`src/rtl/mult_seq_ctrl_pkg.sv`:
```
// Shared definitions for the sequential shift-add multiplier controller:
// FSM state encoding and iteration counter sizing.
package mult_seq_ctrl_pkg;

    typedef enum logic [2:0] {
        IDLE   = 3'd0,
        ABS_A  = 3'd1,
        ABS_B  = 3'd2,
        CALC   = 3'd3,
        FIX_LO = 3'd4,
        FIX_HI = 3'd5,
        DONE   = 3'd6
    } state_t;

    // Width of a counter able to count up to (and hold) width iterations.
    function automatic int cnt_width(input int width);
        return $clog2(width + 1);
    endfunction

endpackage

```
`src/rtl/mult_seq_ctrl_fa_nbit.sv`:
```
// Ripple-carry adder shared by every arithmetic step of the multiplier.
// Index 0 is the MSB; the carry ripples from index WIDTH-1 up to index 0.
module fa_nbit #(
    parameter int WIDTH = 32
) (
    input  logic [0:WIDTH-1] a,
    input  logic [0:WIDTH-1] b,
    input  logic             cin,
    output logic [0:WIDTH-1] sum,
    output logic             cout
);

    logic [0:WIDTH] carry;

    assign carry[WIDTH] = cin;

    for (genvar i = 0; i < WIDTH; i++) begin : g_bit
        assign sum[i]   = a[i] ^ b[i] ^ carry[i+1];
        assign carry[i] = (a[i] & b[i]) | (a[i] & carry[i+1]) | (b[i] & carry[i+1]);
    end

    assign cout = carry[0];

endmodule

```
`src/rtl/mult_seq_ctrl.sv`:
```
// Multi-cycle signed/unsigned multiplier: magnitude conversion, shift-add
// accumulation and final negation all time-share a single fa_nbit adder.
module mult_seq_ctrl
    import mult_seq_ctrl_pkg::*;
#(
    parameter int WIDTH = 32
) (
    input  logic                 clk,
    input  logic                 rst,
    input  logic                 start_valid,
    output logic                 start_ready,
    input  logic                 signed_op,
    input  logic [0:WIDTH-1]     A,
    input  logic [0:WIDTH-1]     B,
    output logic                 result_valid,
    input  logic                 result_ready,
    output logic [0:2*WIDTH-1]   P,
    output logic                 busy
);

    localparam int CNT_W = cnt_width(WIDTH);
    localparam logic [CNT_W-1:0] LAST_ITER = CNT_W'(WIDTH - 1);

    state_t state_q, state_d;

    logic [0:WIDTH-1] a_q, b_q, m_q, hi_q, lo_q;
    logic             sop_q, c_q;
    logic [CNT_W-1:0] cnt_q;

    logic [0:WIDTH-1] add_a, add_b, sum;
    logic             add_cin, cout;
    logic             na, nb, np;

    // Sign flags derive from the captured operands, so they stay valid for the whole operation.
    assign na = sop_q & a_q[0];
    assign nb = sop_q & b_q[0];
    assign np = na ^ nb;

    assign start_ready = (state_q == IDLE);
    assign busy        = (state_q != IDLE);

    fa_nbit #(.WIDTH(WIDTH)) u_adder (
        .a    (add_a),
        .b    (add_b),
        .cin  (add_cin),
        .sum  (sum),
        .cout (cout)
    );

    always_ff @(posedge clk) begin
        if (rst) state_q <= IDLE;
        else     state_q <= state_d;
    end

    always_comb begin
        state_d = state_q;
        case (state_q)
            IDLE:    if (start_valid) state_d = ABS_A;
            ABS_A:   state_d = ABS_B;
            ABS_B:   state_d = CALC;
            CALC:    if (cnt_q == LAST_ITER) state_d = FIX_LO;
            FIX_LO:  state_d = FIX_HI;
            FIX_HI:  state_d = DONE;
            DONE:    if (result_valid && result_ready) state_d = IDLE;
            default: state_d = IDLE;
        endcase
    end

    // Conditional inversion plus carry-in gives two's-complement negation for free.
    always_comb begin
        add_a   = '0;
        add_b   = '0;
        add_cin = 1'b0;
        case (state_q)
            ABS_A: begin
                add_a   = na ? ~a_q : a_q;
                add_cin = na;
            end
            ABS_B: begin
                add_a   = nb ? ~b_q : b_q;
                add_cin = nb;
            end
            CALC: begin
                add_a = hi_q;
                add_b = lo_q[WIDTH-1] ? m_q : '0;
            end
            FIX_LO: begin
                add_a   = np ? ~lo_q : lo_q;
                add_cin = np;
            end
            FIX_HI: begin
                add_a   = np ? ~hi_q : hi_q;
                add_cin = c_q;
            end
            default: ;
        endcase
    end

    always_ff @(posedge clk) begin
        if (rst) begin
            a_q          <= '0;
            b_q          <= '0;
            m_q          <= '0;
            hi_q         <= '0;
            lo_q         <= '0;
            sop_q        <= 1'b0;
            c_q          <= 1'b0;
            cnt_q        <= '0;
            P            <= '0;
            result_valid <= 1'b0;
        end else begin
            case (state_q)
                IDLE: begin
                    if (start_valid) begin
                        a_q   <= A;
                        b_q   <= B;
                        sop_q <= signed_op;
                    end
                end
                ABS_A: m_q <= sum;
                ABS_B: begin
                    lo_q  <= sum;
                    hi_q  <= '0;
                    cnt_q <= '0;
                end
                CALC: begin
                    hi_q  <= {cout, sum[0:WIDTH-2]};
                    lo_q  <= {sum[WIDTH-1], lo_q[0:WIDTH-2]};
                    cnt_q <= cnt_q + CNT_W'(1);
                end
                FIX_LO: begin
                    lo_q <= sum;
                    c_q  <= cout;
                end
                FIX_HI: hi_q <= sum;
                DONE: begin
                    // First DONE cycle publishes the product; it then holds until accepted.
                    if (!result_valid) begin
                        P            <= {hi_q, lo_q};
                        result_valid <= 1'b1;
                    end else if (result_ready) begin
                        result_valid <= 1'b0;
                    end
                end
                default: ;
            endcase
        end
    end

endmodule

```
`config.mk`:
```
export PLATFORM = sky130hd
export DESIGN_NAME = mult_seq_ctrl
export DESIGN_NICKNAME = d
export VERILOG_FILES = /design/src/rtl/mult_seq_ctrl_pkg.sv /design/src/rtl/mult_seq_ctrl_fa_nbit.sv /design/src/rtl/mult_seq_ctrl.sv
export SDC_FILE = /design/constraint.sdc
export NUM_CORES = 1
export LEC_CHECK = 0
export BUFFER_PORTS_ARGS = -buffer_cell sky130_fd_sc_hd__buf_4
export CAP_MARGIN = 20
export CORE_MARGIN = 2
export CORE_UTILIZATION = 50
export DETAILED_ROUTE_END_ITERATION = 7
export GPL_TIMING_DRIVEN = 0
export PLACE_DENSITY = 0.72
export SETUP_SLACK_MARGIN = 0.15
export SLEW_MARGIN = 30
export SYNTH_ARGS = -nofsm -noshare
export SYNTH_HDL_FRONTEND = slang
export SYNTH_SLANG_ARGS = --single-unit
```
`constraint.sdc`:
```
create_clock -name clk -period 15.7 [get_ports clk]
set_input_delay 0.785 -clock clk [delete_from_list [all_inputs] [get_ports clk]]
set_output_delay 0.785 -clock clk [all_outputs]
set_load 0.1 [all_outputs]
```
==> results.yml <==
timing:
  worst_hold_slack_ps: 454
  post-route-period-util_pct: 96.9
  finalHoldViolCount: 0
  fin_skew_ps: 14.8
  drv_slew: 0
  rsz0062_at_grt: "no"
  finalWorstPathRequiredPeriod_ps: 15210
  worst_pin_slew_ps: 842
  fin_ws_ps: 486
  max_freq_mhz: 65.7
  slew_headroom_pct: 43.6
  setup_viol: 0
detailed_routing:
  wirelength_mm: 43.3
  first_pass_iters: 5
  via_per_inst: 5.81
  dr_wl_met2_mm: 18.7
  ant_nets: 0
  vias: 12800
  wl_per_cell_um: 19.6
  wl_met3_mm: 4.01
  drt_iter0_markers: 1053
  wl_met1_mm: 19.2
  drc: 0
  top_layer: "met4"
cts:
  htreeDepth: 1
  root_buffer: "clkbuf_16"
  worstSkewPairLatency_ps: 540
  clock-sinks: 236
  cts_tree: "built"
  numCtsBuffers: 26
  clk_transition_reported_paths_ps: 60
  cts_buffer_depth: 3
  hold_buffers: 0
critical_path:
  crit_end: "hi_q[1]"
  crit_slowest_cell: "fa_2"
  cp-start-kind: "flop"
  cp.depth: 44
  crit_family: "adder cells"
  cp_max_fo: 10
  critPathKind: "flop to flop"
  path_common_cell: "fa_2"
  cp.required_ps: 16090
  r2r-end: "hi_q[1]"
  worst_r2r_path_depth: 44
  reg2reg_from: "state_q[0]"
  crit_start: "state_q[0]"
  critPathArrivalTime_ps: 15600
  critPathBufInv: 7
  max_stage_delay_ps: 490
  end_kind: "flop"
  rrSetupSlack_ps: 490
yosys:
  yosysSeqAreaShare_pct: 36.4
  synth_warnings: 0
  synth_top_area_share_pct: 36.4
  synth_area_leaders: "dfxtp_1, nand2_1, a21oi_1, a211oi_1, fa_1"
  yosysMostFrequentCell: "nand2_1"
  synth_ff_type: "dfxtp_1"
  netlist_area_um2: 13000
  synth.largest_area_cell: "dfxtp_1"
  syn_inst: 1686
  postSynthNetCount: 1788
  avgSynthCellArea_um2: 7.70
  async_flop_share_pct: 0
  ys_types: 58
  synth-seq-cells: 236
  synth-edff-count: 0
  synth_commonest_cells: "nand2_1, dfxtp_1, a21oi_1, a211oi_1, clkbuf_1"
power_and_ir_drop:
  powerDensity_nw_per_um2: 98.9
  p_leak_nw: 5.49
  totalPowerFinal_mw: 1.54
  ir_drop_mv: 0.0741
placed_design:
  gp_congestion: 0.957
  port_buffers: 135
  dp_cells: 2151
  hpwl_mm: 33.0
  place_ws_ps: -1090
  dpl_cell_area_um2: 14400
grt:
  antenna_found_initial: 0
  grt_pass1_wl_mm: 66.6
  first_global_vias: 12000
  grt-ovfl-total: 0
  grt_max_degree: 20
  gr-usage-all-layers_pct: 31.5
cells_and_area:
  drive_gt1_share_pct: 16.2
  n_fill_cell: 2416
  design_area_um2: 15600
  multiInputGateArea_um2: 7450
  n_antenna_cell: 0
  area_growth_pct: 19.9
  final_nets: 1958
  regArea_um2: 4730
  layout.cells.non_filler: 2205
floorplanning:
  rows: 58
  die_h_um: 165
  floorplan.initialDensity_pct: 51.3
  die_area_um2: 27300
  fp.dieW_um: 165
  io-pin-count: 136
  coreArea_um2: 25300
worst_hold_path:
  hp-class: "flop to flop"
run_status:
  status: "finished, final reports clean"
run:
  cap_violations: 0
[state kept, by name, indices dropped and copies added, names as in the netlist]
signal,cells
a_q,32
c_q,1
P,64
result_valid,1
lo_q,32
m_q,32
hi_q,32
sop_q,1
state_q,3
b_q,32
cnt_q,6
[timing repair]
item,CTS,global route
setup endpoints to repair,13,7
buffers inserted,7,1
hold endpoints to repair,0,0
pin swaps,5,2
resized for setup,39,14
[metal layers]
layer  up-vias  global-route usage, %
li1       6189                      -
met1      5962                   45.0
met2       573                   48.1
met3        94                   5.22
met4         0                   10.9
met5         -                      0
[logic make-up (layout without fill, tap and decap cells)]
logic type | Yosys count | count (layout) | share of synthesized area (%)
AOI/OAI and AO/OA | 562 | 562 | 27.0
xor gates and xnor gates | 71 | 71 | 4.93
adders and majority gates | 33 | 33 | 5.03
buffers and inverters | 218 | 407 | 7.20
DFF | 236 | 236 | 36.4
muxes | 9 | 9 | 0.704
and+or+nand+nor | 557 | 557 | 18.8
[cell type report]
class	instances	area share, %
inverters	60	1.45
plain buffers	157	4.95
clock buffers	36	4.88
flip-flops and latches	236	30.4
well taps	330	2.65
multi-input cells	1232	47.9
clock inverters	11	0.932
repair buffers	143	6.89
[through the flow]
step	setup TNS, ps	util [%]
detailed placement	-7290	57.0
finish	0	61.5
floorplan	0	-
CTS	0	61.3
global placement	-7890	57.0
global route	0	61.5
[power breakdown]
group | internal [mW] | leakage (nW) | switching, mW
Clock | 0.387 | 0.436 | 0.261
Sequential | 0.628 | 1.92 | 0.0259
Combinational | 0.0848 | 3.14 | 0.152
Total | 1.10 | 5.49 | 0.439
[worst reg2reg max path, delay by kind of cell, from the launching register on]
kind | cells | cell delay (ps)
AO/OA/AOI/OAI | 4 | 640
adder cells (fa/ha/maj) | 32 | 13010
AND/OR/NAND/NOR | 1 | 210
flip-flops | 1 | 390
buffers and inverters | 7 | 850
[worst min path at each step]
stage                start      to  cells after the start
floorplan           m_q[0]  m_q[0]                      2
global placement    m_q[1]  m_q[1]                      2
detailed placement  m_q[0]  m_q[0]                      2
CTS                 m_q[0]  m_q[0]                      2
global route        m_q[0]  m_q[0]                      2
finish               P[26]   P[26]                      2
[cell usage in the layout, fill, tap and decap left out, types with 3 or more instances in the layout]
cell | netlist | final
o21ai_1 | 9 | 10
a211oi_1 | 116 | 115
nor3_1 | 10 | 10
o21ai_0 | 73 | 72
mux2i_1 | 8 | 8
a311oi_1 | 3 | 3
and3_1 | 3 | 3
fa_1 | 32 | 7
xor2_1 | 38 | 38
a21oi_1 | 224 | 224
buf_6 | 0 | 7
fa_2 | 0 | 25
and3b_1 | 25 | 25
nand2_1 | 363 | 361
o22ai_1 | 26 | 26
nor2_1 | 78 | 77
o211ai_1 | 25 | 25
buf_4 | 14 | 159
clkbuf_8 | 0 | 6
dfxtp_1 | 236 | 234
nand3_1 | 26 | 26
nand2b_1 | 8 | 7
buf_2 | 51 | 41
nor2b_1 | 27 | 27
inv_1 | 59 | 59
o31a_1 | 3 | 3
clkinvlp_4 | 0 | 3
a21boi_0 | 25 | 25
clkinv_2 | 0 | 3
or3_1 | 4 | 4
xnor2_1 | 32 | 31
clkbuf_16 | 0 | 27
a221oi_1 | 37 | 36
bufinv_16 | 0 | 3
clkbuf_1 | 92 | 93
(Power assumes the default switching activity.)
